$ cat src/rtl/tank_pkg.sv
// Shared definitions for the object line scheduler.
// Covers the OAM entry field layout, the default object size and the scan FSM encoding.
package tank_pkg;

  localparam int ENTRY_W = 32;
  localparam int TILE_PX = 32;

  localparam int TYPE_HI = 30;
  localparam int TYPE_LO = 29;
  localparam int EN_BIT  = 28;
  localparam int POSX_HI = 27;
  localparam int POSX_LO = 18;
  localparam int POSY_HI = 17;
  localparam int POSY_LO = 8;
  localparam int DIR_HI  = 7;
  localparam int DIR_LO  = 6;
  localparam int ROW_HI  = 5;
  localparam int ROW_LO  = 3;
  localparam int COL_HI  = 2;
  localparam int COL_LO  = 0;

  typedef logic [1:0] scan_state_t;
  localparam scan_state_t ST_IDLE  = 2'd0;
  localparam scan_state_t ST_SCAN  = 2'd1;
  localparam scan_state_t ST_DRAIN = 2'd2;
  localparam scan_state_t ST_SWAP  = 2'd3;

  function automatic logic entry_enable(input logic [ENTRY_W-1:0] e);
    return e[EN_BIT];
  endfunction

  // Positions are widened to 11 bits so base + size never wraps at 1023.
  function automatic logic [10:0] entry_pos_x(input logic [ENTRY_W-1:0] e);
    return {1'b0, e[POSX_HI:POSX_LO]};
  endfunction

  function automatic logic [10:0] entry_pos_y(input logic [ENTRY_W-1:0] e);
    return {1'b0, e[POSY_HI:POSY_LO]};
  endfunction

  function automatic logic span_hit(input logic [10:0] p, input logic [10:0] base,
                                    input logic [10:0] size);
    return (p >= base) && (p < base + size);
  endfunction

endpackage

$ cat src/rtl/oam_line_scheduler_if.sv
// Pixel-counter, OAM-read and object-output bundle for the line scheduler.
interface oam_line_scheduler_if #(
  parameter int OAM_DEPTH = 8
) ();
  localparam int AW = (OAM_DEPTH > 1) ? $clog2(OAM_DEPTH) : 1;

  logic [9:0]    x;
  logic [9:0]    y;
  logic          video_on;
  logic [AW-1:0] oam_addr;
  logic [31:0]   oam_rdata;
  logic [31:0]   obj_data;
  logic          obj_valid;
  logic          overflow;
  logic          scan_busy;

  modport master (
    output x, y, video_on, oam_rdata,
    input  oam_addr, obj_data, obj_valid, overflow, scan_busy
  );

  modport slave (
    input  x, y, video_on, oam_rdata,
    output oam_addr, obj_data, obj_valid, overflow, scan_busy
  );
endinterface

$ cat src/rtl/oam_slot_select.sv
// Priority selector: picks the lowest populated slot whose span covers the pixel x.
module oam_slot_select
  import tank_pkg::*;
#(
  parameter int SLOTS = 4,
  parameter int TILE  = TILE_PX,
  localparam int CW   = $clog2(SLOTS + 1),
  localparam int IW   = (SLOTS > 1) ? $clog2(SLOTS) : 1
) (
  input  logic [10:0]   slot_x [SLOTS],
  input  logic [CW-1:0] slot_count,
  input  logic [9:0]    px,
  output logic [IW-1:0] sel_idx,
  output logic          sel_hit
);

  localparam logic [10:0] TILE_W = 11'(TILE);

  // Walk from the top down so the lowest covering slot is the last one written.
  always_comb begin
    sel_idx = '0;
    sel_hit = 1'b0;
    for (int i = SLOTS - 1; i >= 0; i--) begin
      if ((CW'(i) < slot_count) && span_hit({1'b0, px}, slot_x[i], TILE_W)) begin
        sel_idx = IW'(i);
        sel_hit = 1'b1;
      end
    end
  end

endmodule

$ cat src/rtl/oam_line_scheduler.sv
// Scans OAM during horizontal blanking for objects on the next line, then
// serves the highest-priority covering object for each pixel of that line.
module oam_line_scheduler
  import tank_pkg::*;
#(
  parameter int OAM_DEPTH    = 8,
  parameter int SLOTS        = 4,
  parameter int TILE         = TILE_PX,
  parameter int H_SCAN_START = 640,
  parameter int V_LINES      = 525
) (
  input logic               clk,
  input logic               rst,
  oam_line_scheduler_if.slave bus
);

  localparam int AW = (OAM_DEPTH > 1) ? $clog2(OAM_DEPTH) : 1;
  localparam int CW = $clog2(SLOTS + 1);
  localparam int IW = (SLOTS > 1) ? $clog2(SLOTS) : 1;

  localparam logic [AW-1:0] LAST_ADDR = AW'(OAM_DEPTH - 1);
  localparam logic [AW-1:0] ADDR_ONE  = AW'(1);
  localparam logic [CW-1:0] SLOT_MAX  = CW'(SLOTS);
  localparam logic [CW-1:0] COUNT_ONE = CW'(1);
  localparam logic [10:0]   TILE_W    = 11'(TILE);
  localparam logic [9:0]    TRIGGER_X = 10'(H_SCAN_START);
  localparam logic [9:0]    LAST_LINE = 10'(V_LINES - 1);

  scan_state_t   state;
  logic [AW-1:0] addr;

  logic [31:0]   pend_slots [SLOTS];
  logic [CW-1:0] pend_count;
  logic          pend_ovf;

  logic [31:0]   act_slots [SLOTS];
  logic [10:0]   act_x [SLOTS];
  logic [CW-1:0] act_count;
  logic          act_ovf;

  logic          trigger;
  logic          eval_now;
  logic          entry_hit;
  logic [10:0]   next_line;

  logic [IW-1:0] sel_idx;
  logic          sel_hit;
  logic [31:0]   obj_data_q;
  logic          obj_valid_q;

  assign trigger   = (state == ST_IDLE) && (bus.x == TRIGGER_X);
  assign next_line = (bus.y == LAST_LINE) ? 11'd0 : ({1'b0, bus.y} + 11'd1);

  // Read data lags the address by a cycle, so entry k-1 is judged while k is issued.
  assign eval_now  = ((state == ST_SCAN) && (addr != '0)) || (state == ST_DRAIN);
  assign entry_hit = entry_enable(bus.oam_rdata) &&
                     span_hit(next_line, entry_pos_y(bus.oam_rdata), TILE_W);

  always_ff @(posedge clk or posedge rst) begin
    if (rst) begin
      state <= ST_IDLE;
      addr  <= '0;
    end else begin
      case (state)
        ST_IDLE: begin
          addr <= '0;
          if (trigger) state <= ST_SCAN;
        end
        ST_SCAN: begin
          if (addr == LAST_ADDR) begin
            state <= ST_DRAIN;
            addr  <= '0;
          end else begin
            addr <= addr + ADDR_ONE;
          end
        end
        ST_DRAIN: begin
          state <= ST_SWAP;
          addr  <= '0;
        end
        ST_SWAP: begin
          state <= ST_IDLE;
          addr  <= '0;
        end
        default: begin
          state <= ST_IDLE;
          addr  <= '0;
        end
      endcase
    end
  end

  // Pending set is built up during the scan and only becomes visible at SWAP.
  always_ff @(posedge clk or posedge rst) begin
    if (rst) begin
      pend_count <= '0;
      pend_ovf   <= 1'b0;
      for (int i = 0; i < SLOTS; i++) pend_slots[i] <= '0;
    end else if (trigger) begin
      pend_count <= '0;
      pend_ovf   <= 1'b0;
    end else if (eval_now && entry_hit) begin
      if (pend_count < SLOT_MAX) begin
        pend_slots[IW'(pend_count)] <= bus.oam_rdata;
        pend_count                  <= pend_count + COUNT_ONE;
      end else begin
        pend_ovf <= 1'b1;
      end
    end
  end

  always_ff @(posedge clk or posedge rst) begin
    if (rst) begin
      act_count <= '0;
      act_ovf   <= 1'b0;
      for (int i = 0; i < SLOTS; i++) act_slots[i] <= '0;
    end else if (state == ST_SWAP) begin
      act_count <= pend_count;
      act_ovf   <= pend_ovf;
      for (int i = 0; i < SLOTS; i++) act_slots[i] <= pend_slots[i];
    end
  end

  always_comb begin
    for (int i = 0; i < SLOTS; i++) act_x[i] = entry_pos_x(act_slots[i]);
  end

  oam_slot_select #(
    .SLOTS (SLOTS),
    .TILE  (TILE)
  ) u_select (
    .slot_x     (act_x),
    .slot_count (act_count),
    .px         (bus.x),
    .sel_idx    (sel_idx),
    .sel_hit    (sel_hit)
  );

  always_ff @(posedge clk or posedge rst) begin
    if (rst) begin
      obj_valid_q <= 1'b0;
      obj_data_q  <= '0;
    end else if (bus.video_on && sel_hit) begin
      obj_valid_q <= 1'b1;
      obj_data_q  <= act_slots[sel_idx];
    end else begin
      obj_valid_q <= 1'b0;
      obj_data_q  <= '0;
    end
  end

  assign bus.oam_addr  = addr;
  assign bus.obj_data  = obj_data_q;
  assign bus.obj_valid = obj_valid_q;
  assign bus.overflow  = act_ovf;
  assign bus.scan_busy = (state != ST_IDLE);

endmodule

$ cat src/flat_wrapper.sv
// flat-port wrapper written by rule: the top's interface ports become plain ports
module oam_line_scheduler_flat import tank_pkg::*;
#(
  parameter int OAM_DEPTH    = 8,
  parameter int SLOTS        = 4,
  parameter int TILE         = TILE_PX,
  parameter int H_SCAN_START = 640,
  parameter int V_LINES      = 525
)
  (clk, rst, bus_x, bus_y, bus_video_on, bus_oam_rdata, bus_oam_addr, bus_obj_data, bus_obj_valid, bus_overflow, bus_scan_busy);
  oam_line_scheduler_if #(.OAM_DEPTH(OAM_DEPTH)) bus_i ();
  input logic clk;
  input logic rst;
  input wire logic [$bits(bus_i.x)-1:0] bus_x;
  input wire logic [$bits(bus_i.y)-1:0] bus_y;
  input wire logic [$bits(bus_i.video_on)-1:0] bus_video_on;
  input wire logic [$bits(bus_i.oam_rdata)-1:0] bus_oam_rdata;
  output wire logic [$bits(bus_i.oam_addr)-1:0] bus_oam_addr;
  output wire logic [$bits(bus_i.obj_data)-1:0] bus_obj_data;
  output wire logic [$bits(bus_i.obj_valid)-1:0] bus_obj_valid;
  output wire logic [$bits(bus_i.overflow)-1:0] bus_overflow;
  output wire logic [$bits(bus_i.scan_busy)-1:0] bus_scan_busy;
  assign bus_i.x = bus_x;
  assign bus_i.y = bus_y;
  assign bus_i.video_on = bus_video_on;
  assign bus_i.oam_rdata = bus_oam_rdata;
  assign bus_oam_addr = bus_i.oam_addr;
  assign bus_obj_data = bus_i.obj_data;
  assign bus_obj_valid = bus_i.obj_valid;
  assign bus_overflow = bus_i.overflow;
  assign bus_scan_busy = bus_i.scan_busy;
  oam_line_scheduler #(.OAM_DEPTH(OAM_DEPTH), .SLOTS(SLOTS), .TILE(TILE), .H_SCAN_START(H_SCAN_START), .V_LINES(V_LINES)) u_core (.clk(clk), .rst(rst), .bus(bus_i));
endmodule
$ cat config.mk
export PLATFORM = sky130hd
export DESIGN_NAME = oam_line_scheduler_flat
export DESIGN_NICKNAME = d
export VERILOG_FILES = /design/src/rtl/tank_pkg.sv /design/src/rtl/oam_line_scheduler_if.sv /design/src/rtl/oam_slot_select.sv /design/src/rtl/oam_line_scheduler.sv /design/src/flat_wrapper.sv
export SDC_FILE = /design/constraint.sdc
export NUM_CORES = 1
export LEC_CHECK = 0
export ABC_CLOCK_PERIOD_IN_PS = 10500
export BUFFER_PORTS_ARGS = -buffer_cell sky130_fd_sc_hd__buf_2
export CORE_ASPECT_RATIO = 0.5
export CORE_MARGIN = 2
export CORE_UTILIZATION = 45
export DETAILED_ROUTE_END_ITERATION = 10
export GPL_TIMING_DRIVEN = 1
export PLACE_DENSITY = 0.73
export REMOVE_ABC_BUFFERS = 1
export SETUP_SLACK_MARGIN = 0.02
export SKIP_CTS_REPAIR_TIMING = 1
export SLEW_MARGIN = 5
export SYNTH_ARGS = -nofsm -noshare
export SYNTH_HDL_FRONTEND = slang
export SYNTH_SLANG_ARGS = --single-unit
$ cat constraint.sdc
create_clock -name clk -period 10.5 [get_ports clk]
set_input_delay 1.05 -clock clk [delete_from_list [all_inputs] [get_ports clk]]
set_output_delay 1.05 -clock clk [all_outputs]
set_load 0.03 [all_outputs]
After elaboration in Yosys (flattened, before gate mapping):

Cells that the tools add are included.

* register bits after elaboration: 302
* output and inout port bits: 38
* word-level logic and storage cells: 108

* add/subtract/negate cells: 8
* magnitude comparators: 18
* eq/ne operators: 9
* muxes and demuxes: 28
* bitwise operators: 3
* reduce and logical (&&, ||, !) cells: 26

Operators by type and width (number)
* $bwmux W128: 1
* $mux W32: 4
* $bmux W32 S2: 1
* $demux W32 S2: 1
* $add A10 B6 Y11 const B: 5
* $lt A10 B11 Y1: 4
* $ge A10 B10 Y1: 4
* $eq A10 B10 Y1 const B: 2
* $logic_and A1 B1 Y1: 15
* $mux W2: 6
* $mux W3: 4
* $add A10 B1 Y11 const B: 1
* $ge A11 B10 Y1: 1
* $lt A11 B11 Y1: 1
* $mux W11: 1
* $mux W1: 8
* $pmux W2 S4: 1
* $add A3 B1 Y3 const B: 2
* $ge A3 B3 Y1 const B: 2
* $lt A1 B3 Y1 const A: 2
* $lt A2 B3 Y1 const A: 2
* $not A2 Y3: 2
* $pmux W3 S2: 1
* $reduce_and A2 Y1: 3
* other kinds (14): 18

Depth between registers and ports, before layout:

* word-level depth: 13
* depth in mapped cells: 15
* depth with buffers taken out: 14

Cells and area by module:

Synthesis repeated with hierarchy kept, for this count alone.

* cells, all modules: 1071
* area total of the unflattened synthesis: 15132.0 um^2

Modules (own cells, without submodules)
* oam_line_scheduler: times used 1, cells each 815, area an instance 13221.4 um^2, sequential area each 7557.2 um^2
* oam_slot_select: times used 1, cells each 256, area an instance 1910.6 um^2, sequential area each 0.0 um^2

Worst setup path before layout:

Ideal clock, no wire load.

* path kind: input to register
* from: in bus_y[3]
* to: reg u_core.pend_slots[10] (netlist name)
* setup time: 0.125 ns
* arrival time: 4.237 ns
* slack: 6.138 ns
* cell stages on the path: 14
* cell sequence: and2_1 -> nand4_1 -> nor4_1 -> or2_2 -> ha_1 -> nand2b_1 -> a21o_1 -> a21oi_1 -> o221ai_1 -> a221o_1 -> a211oi_4 -> nor4b_4 -> buf_6 -> mux2_4

* word-level cells in the longest chain between the ends: 7
* elaborated cells between the ends (all ways): 9

RTL lines
* start: declaration: RTL line flat_wrapper.sv:15 `input wire logic [$bits(bus_i.y)-1:0] bus_y;`
* $add A10 B1 Y11 / $eq A10 B10 Y1 (equally long branches): RTL line oam_line_scheduler.sv:52 `assign next_line = (bus.y == LAST_LINE) ? 11'd0 : ({1'b0, bus.y} + 11'd1);`
* $mux W11 *: RTL line oam_line_scheduler.sv:52
* $ge A11 B10 Y1 / $lt A11 B11 Y1 (equally long branches): RTL line tank_pkg.sv:43 `return (p >= base) && (p < base + size);`
* $logic_and A1 B1 Y1 *: RTL line tank_pkg.sv:43
* $logic_and A1 B1 Y1 *: RTL line oam_line_scheduler.sv:56 `assign entry_hit = entry_enable(bus.oam_rdata) &&`
* $logic_and A1 B1 Y1 *: RTL line oam_line_scheduler.sv:102 `end else if (eval_now && entry_hit) begin`
* $reduce_and A3 Y1 (no source line) *
* end signal: indexed assignment: RTL line oam_line_scheduler.sv:104 `pend_slots[IW'(pend_count)] <= bus.oam_rdata;`
* end: declaration: RTL line oam_line_scheduler.sv:32 `logic [31:0] pend_slots [SLOTS];`

Every way passes the cells marked *; elsewhere a longest branch is shown, timed or not.
A chain may end at the register's enable or synchronous reset.

Final worst setup path:

* from: in bus_y[2]
* to: reg u_core.pend_slots[62] (netlist name)

Same word-level chain as after synthesis.

==> impl_metrics.toml <==
[logic_synthesis]
syn_avg_cell_area_um2 = 13.1
async_flop_share_pct = 100
synth-seq-cells = 302
yosys-top-cells-count = "dfrtp_1 (302), mux2_4 (115), mux2_2 (105), ha_1 (95), inv_1 (67)"
syn_inst = 1133
netlist_area_um2 = 14800
synth_seq_area_share_pct = 50.9
synthTopCellsByArea = "dfrtp_1 (51%), mux2_4 (12%), ha_1 (8.0%)"
yosysMostFrequentCell = "dfrtp_1"
yosys.area.top_type = "dfrtp_1"
netlist.area_leader.share_pct = 50.9
synth-main-ff-cell = "dfrtp_1"
yosysUniqueCellTypes = 57
synth_edf_count = 0
synth_warnings = 0

[timing]
tightest_slew_ps = 1060
hold_viol_final = 0
period_needed_ps = 4460
fmax_ghz = 0.224
finalMaxSlewViolations = 0
tns_ps = 0
maxSlewHeadroom_pct = 29.2
finalCritPeriodShare_pct = 42.5
rsz0062_at_grt = "false"
finalSetupViolCount = 0
timing.hold.ws_ps = 473
finClkSkew_ps = 11.5

[cells_and_area]
n_fill_cell = 2633
layout-area-overhead-vs-synth_pct = 12.2
nNetsFinal = 1372
drive_gt1_share_pct = 31.4
diodes = 0

[place]
globalplace.congestion = 0.887
dp_hpwl_um = 21200
port_buffers = 92

[clock_network]
cts_buffers = 28
clock-root-buffer = "clkbuf_16"
cts.sinks = 302
clock_latency_ps = 550
cts-htree-levels = 1
clockBufferDepth = 3
path_clk_slew_ps = 60
cts_tree = "built"

[floorplanning]
io_pins = 93
die_y_um = 132
dieArea_um2 = 34600
rows = 46
die_x_um = 261
start_util_pct = 46.3
core_um2 = 32100

[drt]
drc_errors = 0
drtAntennaViolNets = 0
routed_wl_um = 32400
top_layer = "met4"
viasPerCell = 5.48
drt_iter0_drc = 646
wl_met2_um = 15700
drt-wirelength-per-cell_um = 19.4
vias = 9191
met1_length_um = 14900
dr.pass1.iters = 4
wl_met3_um = 1120

[outcome]
status = "finished clean"

[power_and_ir_drop]
ir_drop_mv = 0.133
finalPower_uw = 4410
powerDensity_nw_per_um2 = 265
p_leak_uw = 0.00783

[worst_setup_path]
cp-end-kind = "flip-flop"
path_max_fanout = 32
critPathKind = "input port to flip-flop"
crit_required_ps = 10930
arrival_ps = 4890
start_kind = "input port"

[grt]
grt_pass1_vias = 9765
grt-ovfl-total = 0
grt_pass1_wl_um = 52700
grtUsageTotal_pct = 19.0
grt_max_degree = 147
antenna_found_initial = 0

[run]
drv_cap = 0

[hold_path]
min_path_type = "flip-flop to flip-flop"
cell type report:
cell class | instances | area [µm²] | area share [%]
Inverter | 67 | 259 | 1.55
Timing Repair Buffer | 105 | 558 | 3.35
Clock buffer | 44 | 862 | 5.18
Clock inverter | 8 | 78.8 | 0.473
Tap cell | 432 | 541 | 3.25
Multi-Input combinational cell | 718 | 6800 | 40.8
Sequential cell | 302 | 7560 | 45.4
routing by layer:
metal | track usage, % | up-vias
met5 | 0 | -
met2 | 32.2 | 161
met4 | 5.05 | 0
met3 | 2.53 | 59
met1 | 25.8 | 4744
li1 | - | 4227
kinds of logic after synthesis:
logic type      Yosys count  synth area share (%)
compound gates          162                  6.53
xor+xnor                 22                  1.30
fa+ha+maj                95                  8.01
buf+inv                 113                  3.52
flops                   302                  50.9
mux                     284                  23.9
simple gates            155                  5.84
path summary, 6_finish.rpt:
kind	slack, ps	cells after the start	start	end
worst min-delay path	470	1	u_core.pend_slots[92]	u_core.pend_slots[92]
min in group asynchronous	730	2	rst	u_core.act_slots[23]
worst min register to register	470	1	u_core.pend_slots[92]	u_core.pend_slots[92]
worst max register to register	6480	11	u_core.act_slots[119]	u_core.bus.obj_data[17]
worst max-delay path	6040	15	bus_y[2]	u_core.pend_slots[62]
max in group asynchronous	8160	3	rst	u_core.pend_slots[60]
per-stage QoR:
stage / setup WS (ps) / std cells / utilization, % / instance area [µm²]
after global placement: 5570 / 1624 / 49.0 / 15700
after floorplan: 815 / 1087 / - / 14600
after detailed placement: 5470 / 1624 / 49.0 / 15700
final: 6040 / 1676 / 52.0 / 16700
after global routing: 5740 / 1676 / 52.0 / 16700
after CTS: 6030 / 1676 / 52.0 / 16700
flip-flops by register name, summed over array words and instances (netlist names):
signal	count
u_core.bus.obj_valid	1
u_core.bus.obj_data	32
u_core.act_slots	128
u_core.state	2
u_core.bus.overflow	1
u_core.pend_slots	128
u_core.bus.oam_addr	3
u_core.pend_count	3
u_core.act_count	3
u_core.pend_ovf	1
where the power goes:
| part | switching, µW | leakage (µW) | internal, µW | total, µW |
|---|---|---|---|---|
| logic | 730 | 0.00328 | 765 | 1490 |
| clock network | 440 | 0.000467 | 590 | 1030 |
| registers | 287 | 0.00408 | 1600 | 1890 |
critical path: stages:
cell and delay, ps:
buf_2 110, and2_1 200, nand4_1 100, nor4_1 580
nor2b_1 120, ha_1 320, nor2b_1 130, o21a_1 160
o211ai_1 160, a21oi_1 90, o211ai_1 230, nand3b_2 290
nor4b_4 320, buf_4 600, mux2_2 410
cells in the final DEF, fill, tap and decap left out, types with 3 or more instances in the layout:
cell       instances
nor2b_1            9
mux2i_1           64
a21o_1             8
clkinv_2           4
nand3_1           22
nor4_1             3
xnor2_1           19
inv_1             66
clkbuf_8           8
mux2_4           115
o22ai_1           34
nor3_1             8
or2_2              5
mux2_2           105
clkbuf_1           7
a21oi_1           32
a211oi_1           4
nand4_1            8
nor2_1            16
nand3b_1           3
o211ai_1           3
nor4b_4            4
ha_1              94
and3_1             4
a221oi_1           3
clkbuf_16         29
xor2_1             3
o21ai_0           58
buf_2             92
nand2_1           51
buf_4             13
dfrtp_1          302
and2_1             4
nand2b_1           5
(Power assumes the default switching activity.)
